### src/rtl/chunked_addsub_pkg.sv
// Shared types and helpers for the chunked adder/subtractor.
package chunked_addsub_pkg;

    typedef enum logic [1:0] {
        IDLE = 2'd0,
        BUSY = 2'd1,
        DONE = 2'd2
    } state_t;

    // Opcode encoding on the sub input.
    localparam logic OP_ADD = 1'b0;
    localparam logic OP_SUB = 1'b1;

    // Widest operand the saturation constants can be built for.
    localparam int MAX_SAT_W = 64;

    // Signed max (neg=0: 0111..1) or signed min (neg=1: 1000..0) for width w,
    // zero-extended to MAX_SAT_W bits.
    function automatic logic [MAX_SAT_W-1:0] sat_limit(input int w, input logic neg);
        logic [MAX_SAT_W-1:0] v;
        v = '0;
        for (int i = 0; i < MAX_SAT_W; i++) begin
            if (i < w) begin
                v[i] = neg ? (i == w - 1) : (i != w - 1);
            end
        end
        return v;
    endfunction

endpackage

### src/rtl/chunked_addsub_chunk_adder.sv
// CHUNK-bit combinational ripple-carry adder slice.
module chunk_adder #(
    parameter int CHUNK = 4
) (
    input  logic [CHUNK-1:0] i_a,
    input  logic [CHUNK-1:0] i_b,
    input  logic             i_cin,
    output logic [CHUNK-1:0] o_sum,
    output logic             o_cout
);

    logic [CHUNK:0] w_c;

    // Bit-serial ripple through the slice.
    always_comb begin
        w_c    = '0;
        o_sum  = '0;
        w_c[0] = i_cin;
        for (int i = 0; i < CHUNK; i++) begin
            o_sum[i]  = i_a[i] ^ i_b[i] ^ w_c[i];
            w_c[i+1]  = (i_a[i] & i_b[i]) | (w_c[i] & (i_a[i] ^ i_b[i]));
        end
        o_cout = w_c[CHUNK];
    end

endmodule

### src/rtl/chunked_addsub.sv
// Multi-cycle WIDTH-bit add/sub, CHUNK bits per clock, LSB chunk first.
// Subtraction is a1 + ~a2 + 1: the +1 enters as the initial chunk carry.
module chunked_addsub
    import chunked_addsub_pkg::*;
#(
    parameter int WIDTH = 16,
    parameter int CHUNK = 4,
    parameter bit SAT   = 1'b0
) (
    input  logic             i_clk,
    input  logic             i_rst_n,
    input  logic             i_in_valid,
    output logic             o_in_ready,
    input  logic [WIDTH-1:0] i_a1,
    input  logic [WIDTH-1:0] i_a2,
    input  logic             i_sub,
    output logic             o_out_valid,
    input  logic             i_out_ready,
    output logic [WIDTH-1:0] o_q,
    output logic             o_carry,
    output logic             o_overflow
);

    localparam int NCHUNK = WIDTH / CHUNK;
    localparam int IDXW   = (NCHUNK > 1) ? $clog2(NCHUNK) : 1;
    localparam int MSB    = WIDTH - 1;
    localparam logic [IDXW-1:0] LAST_IDX = IDXW'(NCHUNK - 1);

    if (WIDTH < 1) begin : g_chk_width
        $error("chunked_addsub: WIDTH must be >= 1");
    end
    if (CHUNK < 1 || (WIDTH % CHUNK) != 0) begin : g_chk_chunk
        $error("chunked_addsub: WIDTH must be a multiple of CHUNK");
    end

    state_t            r_state, w_next;
    logic [WIDTH-1:0]  r_a1, r_b, r_res;
    logic              r_cy;
    logic [IDXW-1:0]   r_idx;
    logic [WIDTH-1:0]  r_q;
    logic              r_carry, r_ovf;

    logic              w_accept, w_busy, w_last;
    int                w_base;
    logic [CHUNK-1:0]  w_ca, w_cb, w_sum;
    logic              w_cout;
    logic [WIDTH-1:0]  w_raw, w_qnext;
    logic              w_ovf;
    logic [WIDTH-1:0]  w_smax, w_smin;

    // Saturation constants only exist when clamping is enabled.
    if (SAT) begin : g_sat
        if (WIDTH > MAX_SAT_W) begin : g_chk_sat
            $error("chunked_addsub: SAT needs WIDTH <= MAX_SAT_W");
        end
        localparam logic [MAX_SAT_W-1:0] SMAX_F = sat_limit(WIDTH, 1'b0);
        localparam logic [MAX_SAT_W-1:0] SMIN_F = sat_limit(WIDTH, 1'b1);
        assign w_smax = SMAX_F[WIDTH-1:0];
        assign w_smin = SMIN_F[WIDTH-1:0];
    end else begin : g_nosat
        assign w_smax = '0;
        assign w_smin = '0;
    end

    // State register.
    always_ff @(posedge i_clk or negedge i_rst_n) begin
        if (!i_rst_n) r_state <= IDLE;
        else          r_state <= w_next;
    end

    // Next-state and handshake decode.
    always_comb begin
        w_next      = r_state;
        o_in_ready  = 1'b0;
        o_out_valid = 1'b0;
        w_accept    = 1'b0;
        w_busy      = 1'b0;
        w_last      = 1'b0;
        case (r_state)
            IDLE: begin
                o_in_ready = 1'b1;
                if (i_in_valid) begin
                    w_accept = 1'b1;
                    w_next   = BUSY;
                end
            end
            BUSY: begin
                w_busy = 1'b1;
                if (r_idx == LAST_IDX) begin
                    w_last = 1'b1;
                    w_next = DONE;
                end
            end
            DONE: begin
                o_out_valid = 1'b1;
                if (i_out_ready) w_next = IDLE;
            end
            default: w_next = IDLE;
        endcase
    end

    // Select the current chunk of each operand.
    assign w_base = int'(r_idx) * CHUNK;
    assign w_ca   = r_a1[w_base +: CHUNK];
    assign w_cb   = r_b[w_base +: CHUNK];

    chunk_adder #(.CHUNK(CHUNK)) u_chunk (
        .i_a    (w_ca),
        .i_b    (w_cb),
        .i_cin  (r_cy),
        .o_sum  (w_sum),
        .o_cout (w_cout)
    );

    // Full result as it will look once the current chunk is written.
    always_comb begin
        w_raw = r_res;
        w_raw[w_base +: CHUNK] = w_sum;
    end

    assign w_ovf = (r_a1[MSB] == r_b[MSB]) && (w_raw[MSB] != r_a1[MSB]);

    // Optional clamp toward the sign of a1 on signed overflow.
    always_comb begin
        w_qnext = w_raw;
        if (SAT && w_ovf) w_qnext = r_a1[MSB] ? w_smin : w_smax;
    end

    // Operand capture, per-chunk accumulation and final result capture.
    always_ff @(posedge i_clk or negedge i_rst_n) begin
        if (!i_rst_n) begin
            r_a1    <= '0;
            r_b     <= '0;
            r_res   <= '0;
            r_cy    <= 1'b0;
            r_idx   <= '0;
            r_q     <= '0;
            r_carry <= 1'b0;
            r_ovf   <= 1'b0;
        end else if (w_accept) begin
            r_a1  <= i_a1;
            r_b   <= (i_sub == OP_SUB) ? ~i_a2 : i_a2;
            r_cy  <= i_sub;
            r_idx <= '0;
            r_res <= '0;
        end else if (w_busy) begin
            r_res[w_base +: CHUNK] <= w_sum;
            r_cy                   <= w_cout;
            if (w_last) begin
                r_idx   <= '0;
                r_q     <= w_qnext;
                r_carry <= w_cout;
                r_ovf   <= w_ovf;
            end else begin
                r_idx <= r_idx + 1'b1;
            end
        end
    end

    assign o_q        = r_q;
    assign o_carry    = r_carry;
    assign o_overflow = r_ovf;

endmodule

### config.mk
export PLATFORM = sky130hd
export DESIGN_NAME = chunked_addsub
export DESIGN_NICKNAME = d
export VERILOG_FILES = /design/src/rtl/chunked_addsub_pkg.sv /design/src/rtl/chunked_addsub_chunk_adder.sv /design/src/rtl/chunked_addsub.sv
export SDC_FILE = /design/constraint.sdc
export NUM_CORES = 1
export LEC_CHECK = 0
export ABC_CLOCK_PERIOD_IN_PS = 3350
export CORE_MARGIN = 2
export CORE_UTILIZATION = 48
export CTS_CLUSTER_SIZE = 24
export DETAILED_ROUTE_END_ITERATION = 12
export PLACE_DENSITY_LB_ADDON = 0.2
export SYNTH_ARGS = -nofsm -noshare
export SYNTH_HDL_FRONTEND = slang
export SYNTH_SLANG_ARGS = --single-unit
### constraint.sdc
create_clock -name i_clk -period 3.35 [get_ports i_clk]
set_input_delay 0.335 -clock i_clk [delete_from_list [all_inputs] [get_ports i_clk]]
set_output_delay 0.335 -clock i_clk [all_outputs]
set_load 0.01 [all_outputs]
### Word-level counts from Yosys, hierarchy flattened

Index checks and enable logic that the tools add are counted.

* multiplexer cells: 20
* equal/unequal tests: 8
* shift-type cells: 4
* $add $sub $neg: 2
* bitwise logic cells: 22
* reductions and logical operators: 5

Operators with widths (count)
* two-way mux 16 bit: 3
* negation 4 -> 33 bit: 1
* variable shift 4 x 33 -> 16 bit (first input constant): 1
* indexed part select 4 x 33 -> 16 bit: 1
* indexed part select 16 x 5 -> 4 bit: 2
* bitwise mux 16 bit: 1
* NOT 16 bit: 1
* two-way mux 2 bit: 6
* two-way mux 1 bit: 9
* bitwise AND 1 bit: 8
* XOR 1 bit: 8
* != test 2 bit (second input constant): 3
* one-hot mux 2 bit (3 select lines): 1
* AND reduction 3 bit: 2
* equality test 2 bit (second input constant): 2
* bitwise OR 1 bit: 4
* adder 2 x 1 -> 2 bit (second input constant): 1
* equality test 2 x 1 -> 1 bit (second input constant): 1
* zero test 2 bit: 1
* nonzero test 2 bit: 1
* equality test 1 bit: 1
* logical AND 1 bit: 1
* != test 1 bit: 1
* NOT 1 bit: 1

* bits of input ports: 37
* output and inout port bits: 20
* register bits after elaboration: 71
* word-level logic and storage cells: 70

### Logic depth before layout (Yosys ltp)

Gate-level depths: netlist (run 1).

* depth after elaboration: 13
* depth in mapped cells: 14

### Cells and area by module

Synthesis (run 1) repeated with hierarchy kept, for this count alone.

* cell total of the unflattened synthesis: 302
* area total of the unflattened synthesis: 3407.0 µm²

Modules (own cells, without submodules)
* chunked_addsub: cells each 288, sequential area each 1776.7 µm², instances 1, area an instance 3289.4 µm²
* chunk_adder: cells each 14, sequential area each 0.0 µm², instances 1, area an instance 117.6 µm²

### Least setup slack after synthesis (run 1)

OpenSTA, ideal clock, no wires.

* kind: register to register
* start point: reg r_idx[0]
* end point: reg r_ovf, in the netlist o_overflow
* data arrival time: 3.291 ns
* path slack: -0.073 ns
* clock period less this slack: 3.423 ns
* data required time: 3.219 ns
* setup time: 0.131 ns
* stages on the path, launching flop included: 14
* cell sequence: dfrtp_1 > buf_2 > mux4_2 > inv_1 > fa_1 > inv_1 > fa_1 > inv_1 > fa_1 > inv_1 > fa_1 > clkbuf_1 > a2111oi_2 > or3_1

* cells in the longest elaborated chain, start to end: 13

RTL lines
* start, declared: RTL line chunked_addsub.sv:39 `logic [IDXW-1:0] r_idx;`
* start signal, assigned: RTL line chunked_addsub.sv:155 `r_idx <= r_idx + 1'b1;`
* indexed part select 16 x 5 -> 4 bit, on equally long branches: RTL line chunked_addsub.sv:104, chunked_addsub.sv:105
* XOR 1 bit: RTL line chunked_addsub_chunk_adder.sv:20, chunked_addsub_chunk_adder.sv:21
* bitwise AND 1 bit: RTL line chunked_addsub_chunk_adder.sv:21 `w_c[i+1] = (i_a[i] & i_b[i]) | (w_c[i] & (i_a[i] ^ i_b[i]));`
* bitwise OR 1 bit: RTL line chunked_addsub_chunk_adder.sv:21
* bitwise AND 1 bit: RTL line chunked_addsub_chunk_adder.sv:21
* bitwise OR 1 bit: RTL line chunked_addsub_chunk_adder.sv:21
* bitwise AND 1 bit: RTL line chunked_addsub_chunk_adder.sv:21
* bitwise OR 1 bit: RTL line chunked_addsub_chunk_adder.sv:21
* XOR 1 bit: RTL line chunked_addsub_chunk_adder.sv:20 `o_sum[i] = i_a[i] ^ i_b[i] ^ w_c[i];`
* indexed part select 4 x 33 -> 16 bit: RTL line chunked_addsub.sv:118 `w_raw[w_base +: CHUNK] = w_sum;`
* bitwise mux 16 bit: RTL line chunked_addsub.sv:118
* != test 1 bit: RTL line chunked_addsub.sv:121 `assign w_ovf = (r_a1[MSB] == r_b[MSB]) && (w_raw[MSB] != r_a1[MSB]);`
* logical AND 1 bit: RTL line chunked_addsub.sv:121
* end signal, assigned: RTL line chunked_addsub.sv:153 `r_ovf <= w_ovf;`
* end, declared: RTL line chunked_addsub.sv:41 `logic r_carry, r_ovf;`

Several ways; a longest one is shown, not always the timed one.
A chain may end at the register's enable or synchronous reset.

### Worst setup path after layout (run 1)

Ends and elaborated chain as after synthesis.

==> results of run 1 <==
## worst register-to-register path, stage by stage (launching register included)
cell and delay, ps:
dfrtp_1 430, mux4_2 520, inv_1 90, fa_1 170
inv_1 50, fa_1 350, inv_1 70, fa_1 150
inv_1 50, fa_1 530, a2111oi_2 80, or3_1 380
## per-stage QoR
step	cell area, sq um	utilization
after CTS	4330	0.607
after global routing	4330	0.607
after global placement	4110	0.576
final	4330	0.607
after detailed placement	4110	0.576
after floorplan	3490	-
## flip-flops by register name, indices dropped and copies added, names as in the netlist
signal / cells
o_q: 16
r_cy: 1
o_carry: 1
r_idx: 2
r_b: 16
r_res: 16
o_overflow: 1
r_a1: 16
r_state: 2
## cell families after synthesis
family                   Yosys count  share of synthesized area
AND/OR/NAND/NOR                   68                      0.108
flip-flops                        71                      0.509
buffers and inverters             36                     0.0520
adder cells (fa/ha/maj)           10                     0.0445
XOR/XNOR                          16                     0.0402
AO/OA/AOI/OAI                     76                      0.135
multiplexers                      26                      0.111
## routing by layer
layer	GRT usage	vias up	part of all wire	wire length [um]
li1	-	1163	-	-
met1	0.263	1172	0.45	3110
met2	0.321	56	0.50	3400
met3	0.0305	10	0.037	255
met4	0.0896	0	0.016	109
met5	0	-	0	0
## placed cells by master, fill, tap and decap left out, types with 2 or more instances in the layout
cell	netlist	routed
nor2b_1	17	17
xnor2_1	16	16
nand2b_1	2	2
a32o_1	7	7
nand2_1	19	19
nor2_1	20	20
dfrtp_1	71	71
nor4bb_1	3	3
a22o_1	8	8
mux4_2	8	8
inv_1	15	15
or3_1	2	2
fa_1	4	4
clkbuf_8	0	12
buf_4	3	9
mux2_2	17	17
o21ai_0	22	22
a21oi_1	32	32
ha_1	6	6
clkdlybuf4s50_1	0	55
clkbuf_1	5	2
## worst paths after layout
kind / startpoint / to / slack [ps] / depth (start not counted)
worst max register to register: r_idx[0] / o_overflow / 370 / 11
min in group i_clk: o_q[6] / o_q[6] / 480 / 2
worst min-delay path: i_rst_n / o_q[5] / 470 / 2
max in group asynchronous: i_rst_n / r_b[5] / 2110 / 3
worst min register to register: o_q[6] / o_q[6] / 480 / 2
worst max-delay path: r_idx[0] / o_overflow / 370 / 11
## layout make-up
type | count | area (sq um) | area share
clock buffers | 14 | 173 | 0.0399
clock inverters | 2 | 37.5 | 0.00867
inverters | 15 | 56.3 | 0.0130
multi-input cells | 196 | 1530 | 0.353
flip-flops and latches | 71 | 1780 | 0.410
well taps | 99 | 124 | 0.0286
repair buffers | 66 | 633 | 0.146
## timing repair
action / CTS / global route
setup endpoints to repair: 0 / 0
endpoints found under the hold margin: 19 / 0
gates resized for setup: 0 / 0
hold buffers: 1 / 0
## power by group
part	leakage, nW	total [mW]	switching [mW]	internal (mW)
registers	0.893	1.47	0.251	1.22
clock network	0.103	0.706	0.300	0.406
logic	0.845	2.26	1.24	1.02
total	1.84	4.44	1.79	2.65
==> results.yml, run 1 <==
synthesis:
  synth_cell_types: 34
  ys_dominant_reg_cell: "dfrtp_1"
  synthesis.instances: 303
  synth_seq_area_share: 0.509
  post_synthesis_cell_area_sq_um: 3490
  synth_largest_type_area_fraction: 0.509
  syn_nets: 350
  share_of_flip_flops_with_an_asynchronous_set_or_reset_after_synthesis: 1.00
  yosysMostFrequentCell: "dfrtp_1"
  synthDominantAreaCellType: "dfrtp_1"
  ys_warn_count: 0
  synth.cells.most_frequent: "dfrtp_1, a21oi_1, o21ai_0, nor2_1, nand2_1"
  ys_top_cells_by_area: "dfrtp_1, mux2_2, mux4_2"
  synth_enable_flop_cells: 0
  yosys_register_bits: 71
  mean_post_synth_cell_area_sq_um: 11.5
drt:
  drt_iter0_markers: 105
  routed_via_density: 5.19
  routed-via-count: 2401
  detail_route.first_pass.iterations: 4
  drc_errors: 0
  average_wire_per_cell_in_the_routed_design_um: 14.8
  postRouteAntennaNets: 0
  finalWirelength_um: 6880
clock_network:
  ctsLongestPathBuffers: 2
  ctsHtreeMaxLevel: 3
  tritoncts_clock_tree: "done"
  cts_root_buf: "clkbuf_8"
  postCtsSetupBuffers: 0
  clk_transition_reported_paths_ps: 70
  cts-buffers-inserted: 9
  cts_sink_count: 71
  worstSkewPairLatency_ps: 340
status:
  run_status: "finished clean"
critical_path:
  timing.critical_path.arrival_ps: 3200
  crit_path_max_fanout: 4
  crit_path_launch_type: "flip-flop"
  cp_data_required_time_ps: 3570
  criticalPathCategory: "flip-flop to flip-flop"
  critical_path.slowest_cell: "fa_1"
  path_cells: "mux4_2 > inv_1 > fa_1 > inv_1 > fa_1 > inv_1 > fa_1 > inv_1 > fa_1 > a2111oi_2 > or3_1"
  cpPeakStageDelay_ps: 530
  cp-end-kind: "flip-flop"
  cp.buffers_inverters: 4
  critical-path-top-delay-family: "adder cells"
sta:
  fin_crit_sh: 0.890
  worst_pin_slew_ps: 911
  setup_tns_ps: 0
  period_needed_ps: 2980
  setup_viols_final: 0
  slew_viols_final: 0
  timing.final.hold_violations: 0
  timing.final.ws_setup_ps: 370
  maxClockFrequency_ghz: 0.336
  fin_worst_hold_slack_ps: 472
  timing.clock.skew_ps: 8.29
  max-slew-margin-rel: 0.391
  unrepaired_setup_endpoints_after_global_routing: "false"
global_route:
  grt_use_total: 0.198
  via_count_of_the_first_global_routing_pass: 2410
  antenna_found_initial: 0
  grt_pass1_wl_um: 11800
  largest_net_degree_at_the_start_of_global_routing: 53
  grt-ovfl-total: 0
pwr:
  total_power_mw: 4.44
  power.density_cell_area_nw_per_um2: 1030
  leakage_nw: 1.84
  vdd_drop_max_uv: 493
placement:
  io_buffers: 56
  pre_cts_worst_setup_slack_ps: 353
  dp.final_hpwl_um: 4880
  post-place-cells: 446
  place.gp.congestion: 0.805
cells_and_area:
  layout-drive-gt1-share: 0.148
  final_nets: 406
  final_cells: 463
  area_delta_synth_final_pct: 24.1
  num_antenna_cells: 0
  number_of_fillers_in_the_final_layout: 617
floorplan:
  design.die.area_sq_um: 7970
  design.core.area_sq_um: 7140
  die_w_um: 89.3
  rows: 31
  ios: 57
  initial_utilization: 0.489
  die_h_um: 89.3
hold_path:
  worst_hold_path_type: "input port to async pin"
run:
  cap_violations: 0
(Power assumes the default switching activity.)
==> run 2: changes to the inputs <==
Settings changed: HOLD_SLACK_MARGIN set to 0.03, SLEW_MARGIN set to 20.
==> results of run 2 <==
The final DEF is identical to that of run 1; final timing and power are the same.
==> run 3: changes to the inputs <==
Settings changed: PLACE_DENSITY set to 0.73, PLACE_DENSITY_LB_ADDON 0.2 to not set.
==> results.yml, run 3 (synthesized netlist as in run 1, its figures left out) <==
global_route:
  grt_pass1_wl_um: 11700
  antenna_found_initial: 0
  grt-ovfl-total: 0
  grt_use_total: 0.199
  via_count_of_the_first_global_routing_pass: 2396
  largest_net_degree_at_the_start_of_global_routing: 39
sta:
  worst_pin_slew_ps: 976
  unrepaired_setup_endpoints_after_global_routing: "false"
  setup_viols_final: 0
  fin_worst_hold_slack_ps: 80.3
  period_needed_ps: 3030
  slew_viols_final: 0
  timing.final.hold_violations: 0
  setup_tns_ps: 0
  max-slew-margin-rel: 0.349
  maxClockFrequency_ghz: 0.330
  timing.clock.skew_ps: 9.43
  fin_crit_sh: 0.904
clock_network:
  worstSkewPairLatency_ps: 350
  ctsHtreeMaxLevel: 3
  clk_transition_reported_paths_ps: 80
  tritoncts_clock_tree: "done"
  postCtsSetupBuffers: 0
  cts-hold-fix-buffers: 0
  cts-buffers-inserted: 9
  post_cts_resized: 0
  cts_root_buf: "clkbuf_8"
  cts_sink_count: 71
  ctsLongestPathBuffers: 2
cells_and_area:
  layout-drive-gt1-share: 0.159
  area_delta_synth_final_pct: 24.5
  final_nets: 408
  final_cell_mix: "dfrtp_1, clkdlybuf4s50_1, a21oi_1"
  postLayoutCellArea_sq_um: 4340
  most_common_cell_after_layout_fill_and_taps_aside: "dfrtp_1"
  num_antenna_cells: 0
  seq_area_sq_um: 1780
  number_of_fillers_in_the_final_layout: 637
  area_of_the_multi_input_gates_sq_um: 1530
drt:
  drt_iter0_markers: 122
  average_wire_per_cell_in_the_routed_design_um: 15.1
  postRouteAntennaNets: 0
  finalWirelength_um: 7000
  detail_route.first_pass.iterations: 4
  routed-via-count: 2407
  drc_errors: 0
  routed_via_density: 5.19
pwr:
  netSwitchingFraction: 0.405
  sequentialPowerShare: 0.326
  total_power_mw: 4.49
  switching_power_mw: 1.82
  share_comb_of_total_power: 0.511
  power.density_cell_area_nw_per_um2: 1030
  p_int_mw: 2.67
  leakage_nw: 1.85
  vdd_drop_max_uv: 483
  pwr-share-clk: 0.164
critical_path:
  path_cells: "mux4_2 > inv_1 > fa_1 > inv_1 > fa_1 > inv_1 > fa_1 > inv_1 > fa_1 > a2111oi_2 > or3_1"
  worst_r2r_setup_slack_ps: 320
  worstRegToRegCells: 11
  critical_path.slowest_cell: "mux4_2"
  cp_data_required_time_ps: 3570
  timing.critical_path.arrival_ps: 3250
  cp.buffers_inverters: 4
  timing.rr.end: "o_overflow"
  regToRegStartpoint: "r_idx[0]"
  crit_path_max_fanout: 5
  crit_path_launch_type: "flip-flop"
  criticalPathCategory: "flip-flop to flip-flop"
  cp-end-kind: "flip-flop"
  cpPeakStageDelay_ps: 530
  critical-path-top-delay-family: "adder cells"
placement:
  io_buffers: 56
  dpl_cell_area_sq_um: 4130
  place.gp.congestion: 0.830
  dp.final_hpwl_um: 5030
floorplan:
  design.core.area_sq_um: 7140
  initial_utilization: 0.489
  design.die.area_sq_um: 7970
  die_w_um: 89.3
  rows: 31
  die_h_um: 89.3
  ios: 57
run:
  cap_violations: 0
status:
  run_status: "finished clean"
hold_path:
  worst_hold_path_type: "input port to async pin"
run 3: area by class of cell:
class                      instances  area share
sequential                        71       0.409
multi-input combinational        196       0.352
timing repair buffer              68       0.149
clock buffer                       9      0.0285
tap                               99      0.0285
clock inverter                     6      0.0199
inverter                          15      0.0130
run 3: power by group through the flow:
stage | registers, mW | logic, mW | clock network (mW)
5_1_grt | 1.51 | 2.55 | 0.787
2_1_floorplan | 1.42 | 1.53 | 0
4_1_cts | 1.47 | 2.31 | 0.747
3_5_place_dp | 1.48 | 2.30 | 0
3_3_place_gp | 1.47 | 2.24 | 0
6_report | 1.46 | 2.29 | 0.735
run 3: worst max path at each step:
stage	cells past startpoint	to	slack, ps	startpoint
after global placement	11	o_overflow	390	r_idx[0]
final	11	o_overflow	320	r_idx[0]
after detailed placement	11	o_overflow	320	r_idx[0]
after global routing	11	o_overflow	90	r_idx[0]
after CTS	11	o_overflow	310	r_idx[0]
after floorplan	13	o_overflow	7	r_idx[0]
run 3: through the flow:
step	setup slack, ps	utilization	instances
after floorplan	7.32	-	303
after global placement	390	0.579	449
after detailed placement	324	0.579	449
after CTS	307	0.609	464
after global routing	87.3	0.609	464
final	321	0.609	464
run 3: routing by layer:
metal	GRT usage	part of all wire
met1	0.248	0.43
met2	0.343	0.52
met3	0.0526	0.046
met4	0.0529	0.011
met5	0	0
